## config.mk

```make
export PLATFORM = sky130hd
export DESIGN_NAME = mux_scan_seq_flat
export DESIGN_NICKNAME = d
export VERILOG_FILES = /design/src/rtl/mux_scan_seq_if.sv /design/src/rtl/mux_scan_seq.sv /design/src/flat_wrapper.sv
export SDC_FILE = /design/constraint.sdc
export NUM_CORES = 1
export LEC_CHECK = 0
export CORE_MARGIN = 2
export CORE_UTILIZATION = 50
export CTS_CLUSTER_DIAMETER = 150
export DETAILED_ROUTE_END_ITERATION = 6
export GPL_ROUTABILITY_DRIVEN = 0
export GPL_TIMING_DRIVEN = 1
export PLACE_DENSITY = 0.76
export SLEW_MARGIN = 25
export SYNTH_ARGS = -nofsm -noshare
export SYNTH_HDL_FRONTEND = slang
export SYNTH_SLANG_ARGS = --single-unit
```

## constraint.sdc

```tcl
create_clock -name clk -period 2.36 [get_ports clk]
set_input_delay 0.236 -clock clk [delete_from_list [all_inputs] [get_ports clk]]
set_output_delay 0.236 -clock clk [all_outputs]
set_load 0.02 [all_outputs]
```

## src/rtl/mux_scan_seq_if.sv

```systemverilog
// Bundle of the scan sequencer's control, status and mux-facing signals.
// The master side drives requests and the mux return path; the sequencer is the slave.
interface mux_scan_seq_if #(
  parameter int DATA_W = 4
);
  logic              start;
  logic              stop;
  logic              cont;
  logic [7:0]        mask;
  logic [DATA_W-1:0] mux_out;
  logic [2:0]        sel;
  logic              busy;
  logic [DATA_W-1:0] data_out;
  logic [2:0]        ch_out;
  logic              valid;
  logic              done;

  modport master (
    output start, stop, cont, mask, mux_out,
    input  sel, busy, data_out, ch_out, valid, done
  );

  modport slave (
    input  start, stop, cont, mask, mux_out,
    output sel, busy, data_out, ch_out, valid, done
  );
endinterface

```

## src/rtl/mux_scan_seq.sv

```systemverilog
// Channel scan sequencer for an 8:1 mux: walks enabled channels in ascending order,
// dwells DWELL cycles on each and emits the captured sample as a one-cycle valid beat.
module mux_scan_seq #(
  parameter int DATA_W = 4,
  parameter int DWELL  = 4
) (
  input  logic          clk,
  input  logic          rst,
  mux_scan_seq_if.slave bus
);

  localparam logic [7:0] DLAST = 8'(DWELL - 1);

  typedef enum logic {S_IDLE, S_SCAN} state_e;

  state_e            state_q, state_d;
  logic [2:0]        sel_q, sel_d;
  logic [7:0]        dcnt_q, dcnt_d;
  logic [7:0]        mask_q, mask_d;
  logic              cont_q, cont_d;
  logic              stop_pend_q, stop_pend_d;
  logic [DATA_W-1:0] data_q, data_d;
  logic [2:0]        ch_q, ch_d;
  logic              valid_q, valid_d;
  logic              done_q, done_d;

  logic [3:0] first_ch, next_ch, wrap_ch;
  logic       have_next;
  logic [2:0] next_sel;

  // Returns {found, index} of the lowest set bit of m.
  function automatic logic [3:0] lowest_set(input logic [7:0] m);
    lowest_set = 4'b0;
    for (int k = 7; k >= 0; k--) begin
      if (m[k]) lowest_set = {1'b1, 3'(k)};
    end
  endfunction

  // Returns {found, index} of the lowest set bit of m strictly above s.
  function automatic logic [3:0] next_above(input logic [7:0] m, input logic [2:0] s);
    next_above = 4'b0;
    for (int k = 7; k >= 0; k--) begin
      if (m[k] && (k > int'(s))) next_above = {1'b1, 3'(k)};
    end
  endfunction

  assign first_ch  = lowest_set(bus.mask);
  assign next_ch   = next_above(mask_q, sel_q);
  assign wrap_ch   = lowest_set(mask_q);
  assign have_next = next_ch[3] | (cont_q & wrap_ch[3]);
  assign next_sel  = next_ch[3] ? next_ch[2:0] : wrap_ch[2:0];

  always_comb begin
    state_d     = state_q;
    sel_d       = sel_q;
    dcnt_d      = dcnt_q;
    mask_d      = mask_q;
    cont_d      = cont_q;
    stop_pend_d = stop_pend_q;
    data_d      = data_q;
    ch_d        = ch_q;
    valid_d     = 1'b0;
    done_d      = 1'b0;
    case (state_q)
      S_IDLE: begin
        if (bus.start) begin
          if (bus.mask != 8'h00) begin
            mask_d      = bus.mask;
            cont_d      = bus.cont;
            sel_d       = first_ch[2:0];
            dcnt_d      = 8'd0;
            stop_pend_d = 1'b0;
            state_d     = S_SCAN;
          end else begin
            done_d = 1'b1;
          end
        end
      end
      S_SCAN: begin
        if (bus.stop) stop_pend_d = 1'b1;
        if (dcnt_q != DLAST) begin
          dcnt_d = dcnt_q + 8'd1;
        end else begin
          // Capture cycle: the current channel always finishes before a stop takes effect.
          data_d  = bus.mux_out;
          ch_d    = sel_q;
          valid_d = 1'b1;
          if (have_next && !stop_pend_q && !bus.stop) begin
            sel_d  = next_sel;
            dcnt_d = 8'd0;
          end else begin
            state_d     = S_IDLE;
            done_d      = 1'b1;
            stop_pend_d = 1'b0;
          end
        end
      end
      default: state_d = S_IDLE;
    endcase
  end

  always_ff @(posedge clk) begin
    if (rst) begin
      state_q     <= S_IDLE;
      sel_q       <= 3'd0;
      dcnt_q      <= 8'd0;
      mask_q      <= 8'h00;
      cont_q      <= 1'b0;
      stop_pend_q <= 1'b0;
      data_q      <= '0;
      ch_q        <= 3'd0;
      valid_q     <= 1'b0;
      done_q      <= 1'b0;
    end else begin
      state_q     <= state_d;
      sel_q       <= sel_d;
      dcnt_q      <= dcnt_d;
      mask_q      <= mask_d;
      cont_q      <= cont_d;
      stop_pend_q <= stop_pend_d;
      data_q      <= data_d;
      ch_q        <= ch_d;
      valid_q     <= valid_d;
      done_q      <= done_d;
    end
  end

  assign bus.sel      = sel_q;
  assign bus.busy     = (state_q == S_SCAN);
  assign bus.data_out = data_q;
  assign bus.ch_out   = ch_q;
  assign bus.valid    = valid_q;
  assign bus.done     = done_q;

endmodule

```

## src/flat_wrapper.sv

```systemverilog
// flat-port wrapper written by rule: the top's interface ports become plain ports
module mux_scan_seq_flat 
#(
  parameter int DATA_W = 4,
  parameter int DWELL  = 4
)
  (clk, rst, bus_start, bus_stop, bus_cont, bus_mask, bus_mux_out, bus_sel, bus_busy, bus_data_out, bus_ch_out, bus_valid, bus_done);
  mux_scan_seq_if #(.DATA_W(DATA_W)) bus_i ();
  input  logic clk;
  input  logic rst;
  input wire logic [$bits(bus_i.start)-1:0] bus_start;
  input wire logic [$bits(bus_i.stop)-1:0] bus_stop;
  input wire logic [$bits(bus_i.cont)-1:0] bus_cont;
  input wire logic [$bits(bus_i.mask)-1:0] bus_mask;
  input wire logic [$bits(bus_i.mux_out)-1:0] bus_mux_out;
  output wire logic [$bits(bus_i.sel)-1:0] bus_sel;
  output wire logic [$bits(bus_i.busy)-1:0] bus_busy;
  output wire logic [$bits(bus_i.data_out)-1:0] bus_data_out;
  output wire logic [$bits(bus_i.ch_out)-1:0] bus_ch_out;
  output wire logic [$bits(bus_i.valid)-1:0] bus_valid;
  output wire logic [$bits(bus_i.done)-1:0] bus_done;
  assign bus_i.start = bus_start;
  assign bus_i.stop = bus_stop;
  assign bus_i.cont = bus_cont;
  assign bus_i.mask = bus_mask;
  assign bus_i.mux_out = bus_mux_out;
  assign bus_sel = bus_i.sel;
  assign bus_busy = bus_i.busy;
  assign bus_data_out = bus_i.data_out;
  assign bus_ch_out = bus_i.ch_out;
  assign bus_valid = bus_i.valid;
  assign bus_done = bus_i.done;
  mux_scan_seq #(.DATA_W(DATA_W), .DWELL(DWELL)) u_core (.clk(clk), .rst(rst), .bus(bus_i));
endmodule
```

==> results.py <==
metrics = {
    "yosys": {
        "ys_ff_latch": 31,
        "synth_compound_area_frac": 0.228,
        "ys_top_cells_by_area": "dfxtp_1 (36%), nand2_1 (9.0%), a21oi_1 (6.7%), nor2_1 (3.1%), o21ai_0 (2.9%)",
        "synth_top_area_share": 0.363,
        "seq_area_frac_synth": 0.363,
        "yosys_warnings": 0,
        "synth.area.mux_share": 0,
        "syn_inst": 213,
        "synth-main-ff-cell": "dfxtp_1",
        "yosysMostFrequentCell": "nand2_1",
        "synth_commonest_cells": "nand2_1 (41), dfxtp_1 (31), a21oi_1 (23)",
        "yosysUniqueCellTypes": 53,
        "syn_area_um2": 1710,
        "postSynth.asyncResetShare": 0,
        "synth_top_family_by_area": "simple AND/OR/NAND/NOR gates",
        "syn_nets": 231,
        "synthAdderAreaFrac": 0.00731,
        "synth_edf_count": 0,
        "synthXorXnorAreaFrac": 0.0256,
        "avgSynthCellArea_um2": 8.04,
        "yosysTopAreaCell": "dfxtp_1",
        "synth-simple-area-share": 0.311,
    },
    "layout": {
        "n_antenna_cell": 0,
        "syn2layout_area_growth_pct": 24.6,
        "fillCellCount": 298,
        "final_layout_size_suffix_gt1_frac": 0.153,
        "fin_nets": 266,
    },
    "setup_path": {
        "crit_path_cell_trace": "or4_4, o21ai_2, nand3_1, o2111a_2, or3_1, a21oi_2",
        "crit_cells": 6,
        "reg2regPathDepth": 6,
        "path_max_fanout": 7,
        "slowest_delay_ps": 560,
        "crit_slowest_cell": "or4_4",
        "required_ps": 2630,
        "cp_num_buf_inv": 0,
        "worst-setup-path-type": "reg -> reg",
        "startpoint": "u_core.mask_q[0]$_SDFFE_PP0P_",
        "cp_top_family": "simple AND/OR/NAND/NOR gates",
        "cp-end-kind": "flip-flop",
        "endpoint": "u_core.dcnt_q[2]$_SDFFE_PP0P_",
        "worstSetupStartpointType": "flip-flop",
        "r2r-start": "u_core.mask_q[0]$_SDFFE_PP0P_",
        "reg2reg_to": "u_core.dcnt_q[2]$_SDFFE_PP0P_",
        "crit_arrival_ps": 2480,
        "reg2reg_setup_slack_ps": 140,
    },
    "global_route": {
        "grt_max_degree": 25,
        "grt_pass1_vias": 1444,
        "grt_pass1_wl_mm": 6.67,
        "antenna_found_initial": 0,
        "grt_overflow": 0,
        "grt_usage": 0.213,
    },
    "power_and_ir_drop": {
        "p_comb_frac": 0.185,
        "seq_power_share": 0.463,
        "peakVddDrop_uv": 328,
        "p_int_w": 0.000900,
        "p_clk_frac": 0.352,
        "sw_frac_of_total": 0.267,
        "power.density_nw_per_um2": 576,
        "switchingPower_w": 0.000327,
        "p_leak_nw": 0.768,
    },
    "drt": {
        "drt_iter0_markers": 124,
        "route.vias.total": 1623,
        "drc_errors": 0,
        "wirelength_mm": 3.92,
        "ant_nets": 0,
        "drt_first_pass_iters": 4,
        "via_per_inst": 5.50,
        "post_drt_wl_per_cell_um": 13.3,
    },
    "die": {
        "core_um2": 3310,
        "die_w_um": 62.5,
        "io_pins": 30,
        "fp.dieArea_um2": 3910,
        "num_rows": 21,
        "start_util": 0.517,
        "die_y_um": 62.5,
    },
    "clock_network": {
        "cts_num_sinks": 31,
        "clock_latency_ps": 340,
        "tritoncts": "done",
        "cts-buffers-inserted": 5,
        "clock_path_buffers": 2,
        "path_clk_slew_ps": 100,
        "cts_root_buf": "clkbuf_4",
        "htreeDepth": 2,
        "hold_buffers": 0,
        "cts_resized": 0,
        "post-cts-setup-buffers": 0,
    },
    "timing": {
        "finalHoldViolCount": 0,
        "finalCritPeriodShare": 0.940,
        "setup_slack_ps": 141,
        "min_period_ps": 2220,
        "fin_skew_ps": 9.66,
        "clock.fmax_mhz": 451,
        "setup_violations": 0,
        "fin_tns_setup_ps": 0,
        "drv_slew": 0,
        "tightest_slew_ps": 651,
        "slew_headroom": 0.563,
        "rsz0062_at_grt": "no",
    },
    "job": {
        "drv_cap": 0,
    },
    "worst_hold_path": {
        "hold_class": "in -> reg",
    },
    "placed_design": {
        "post-dp-hpwl_mm": 2.88,
        "io_buffers": 29,
        "place_ws_ps": 102,
    },
    "status": {
        "outcome": "complete, no violations",
    },
}
## cell families (layout without fill, tap and decap cells)
kind of cell / Yosys count / after routing
xor+xnor: 5 / 5
simple gates: 100 / 100
fa+ha+maj: 1 / 1
buf+inv: 18 / 54
flops: 31 / 31
compound gates: 58 / 58
## cell usage in the layout, fill, tap and decap left out, types with 2 or more instances in the layout
master	n
a21oi_2	2
nand4_1	4
nor4_1	2
a21o_1	2
o31ai_1	2
nor3_1	5
clkbuf_4	5
dfxtp_1	31
inv_1	8
buf_4	9
or4_4	2
nor2_1	14
a311oi_1	3
a2111oi_0	2
a21oi_1	23
nand2b_1	5
nand2_1	41
nand3_1	2
nor2b_1	3
o21ai_0	10
or3_2	2
and3_1	2
a2bb2oi_1	2
nor2_2	5
clkdlybuf4s50_1	29
xor2_1	5
## layout make-up
cell class / count / area, µm² / area share
clock buffer: 6 / 51.3 / 0.0241
sequential: 31 / 621 / 0.291
timing repair buffer: 38 / 358 / 0.168
multi-input combinational: 164 / 980 / 0.460
clock inverter: 2 / 35.0 / 0.0164
inverter: 8 / 30.0 / 0.0141
tap: 46 / 57.6 / 0.0270
## routing by layer
| layer | GRT usage | share of wire |
|---|---|---|
| met4 | 0.0833 | 0.016 |
| met3 | 0.0486 | 0.039 |
| met5 | 0 | 0 |
| met2 | 0.315 | 0.44 |
| met1 | 0.299 | 0.50 |
## worst min-delay path by stage
stage                                             start                                  end  slack (ps)  cells past startpoint
finish                                   bus_mux_out[3]  u_core.bus.data_out[3]$_SDFFE_PP0P_         450                      3
global route                             bus_mux_out[3]  u_core.bus.data_out[3]$_SDFFE_PP0P_         440                      3
CTS                                      bus_mux_out[3]  u_core.bus.data_out[3]$_SDFFE_PP0P_         430                      3
detailed placement  u_core.bus.data_out[0]$_SDFFE_PP0P_  u_core.bus.data_out[0]$_SDFFE_PP0P_         440                      2
global placement    u_core.bus.data_out[3]$_SDFFE_PP0P_  u_core.bus.data_out[3]$_SDFFE_PP0P_         440                      2
floorplan                                      bus_cont           u_core.cont_q$_SDFFE_PP0P_         370                      2
## worst register-to-register path: cells and delay by family, from the launching register on
family             cells  cell delay (ps)
AOI/OAI and AO/OA      3              630
DFF                    1              350
and+or+nand+nor        3             1180
## flip-flops by register name, summed over array words and instances, names as in the netlist, 3 cells and up
signal,cells
u_core.bus.data_out,4
u_core.dcnt_q,8
u_core.mask_q,8
u_core.bus.sel,3
u_core.bus.ch_out,3
## power by group through the flow
stage / Sequential [W] / Combinational, W / Clock [W]
finish: 0.000568 / 0.000227 / 0.000433
detailed placement: 0.000580 / 0.000224 / 0
CTS: 0.000568 / 0.000225 / 0.000449
global route: 0.000572 / 0.000249 / 0.000478
global placement: 0.000579 / 0.000223 / 0
floorplan: 0.000575 / 0.000154 / 0
## per-stage QoR
stage	cell area, µm²	cells	hold WS, ps	util	total power, W
2_1_floorplan	1710	213	372	-	0.000729
3_3_place_gp	2050	287	437	0.618	0.000802
3_5_place_dp	2050	287	445	0.618	0.000803
4_1_cts	2130	295	434	0.644	0.00124
5_1_grt	2130	295	435	0.644	0.00130
6_report	2130	295	447	0.644	0.00123
(Power assumes the default switching activity.)
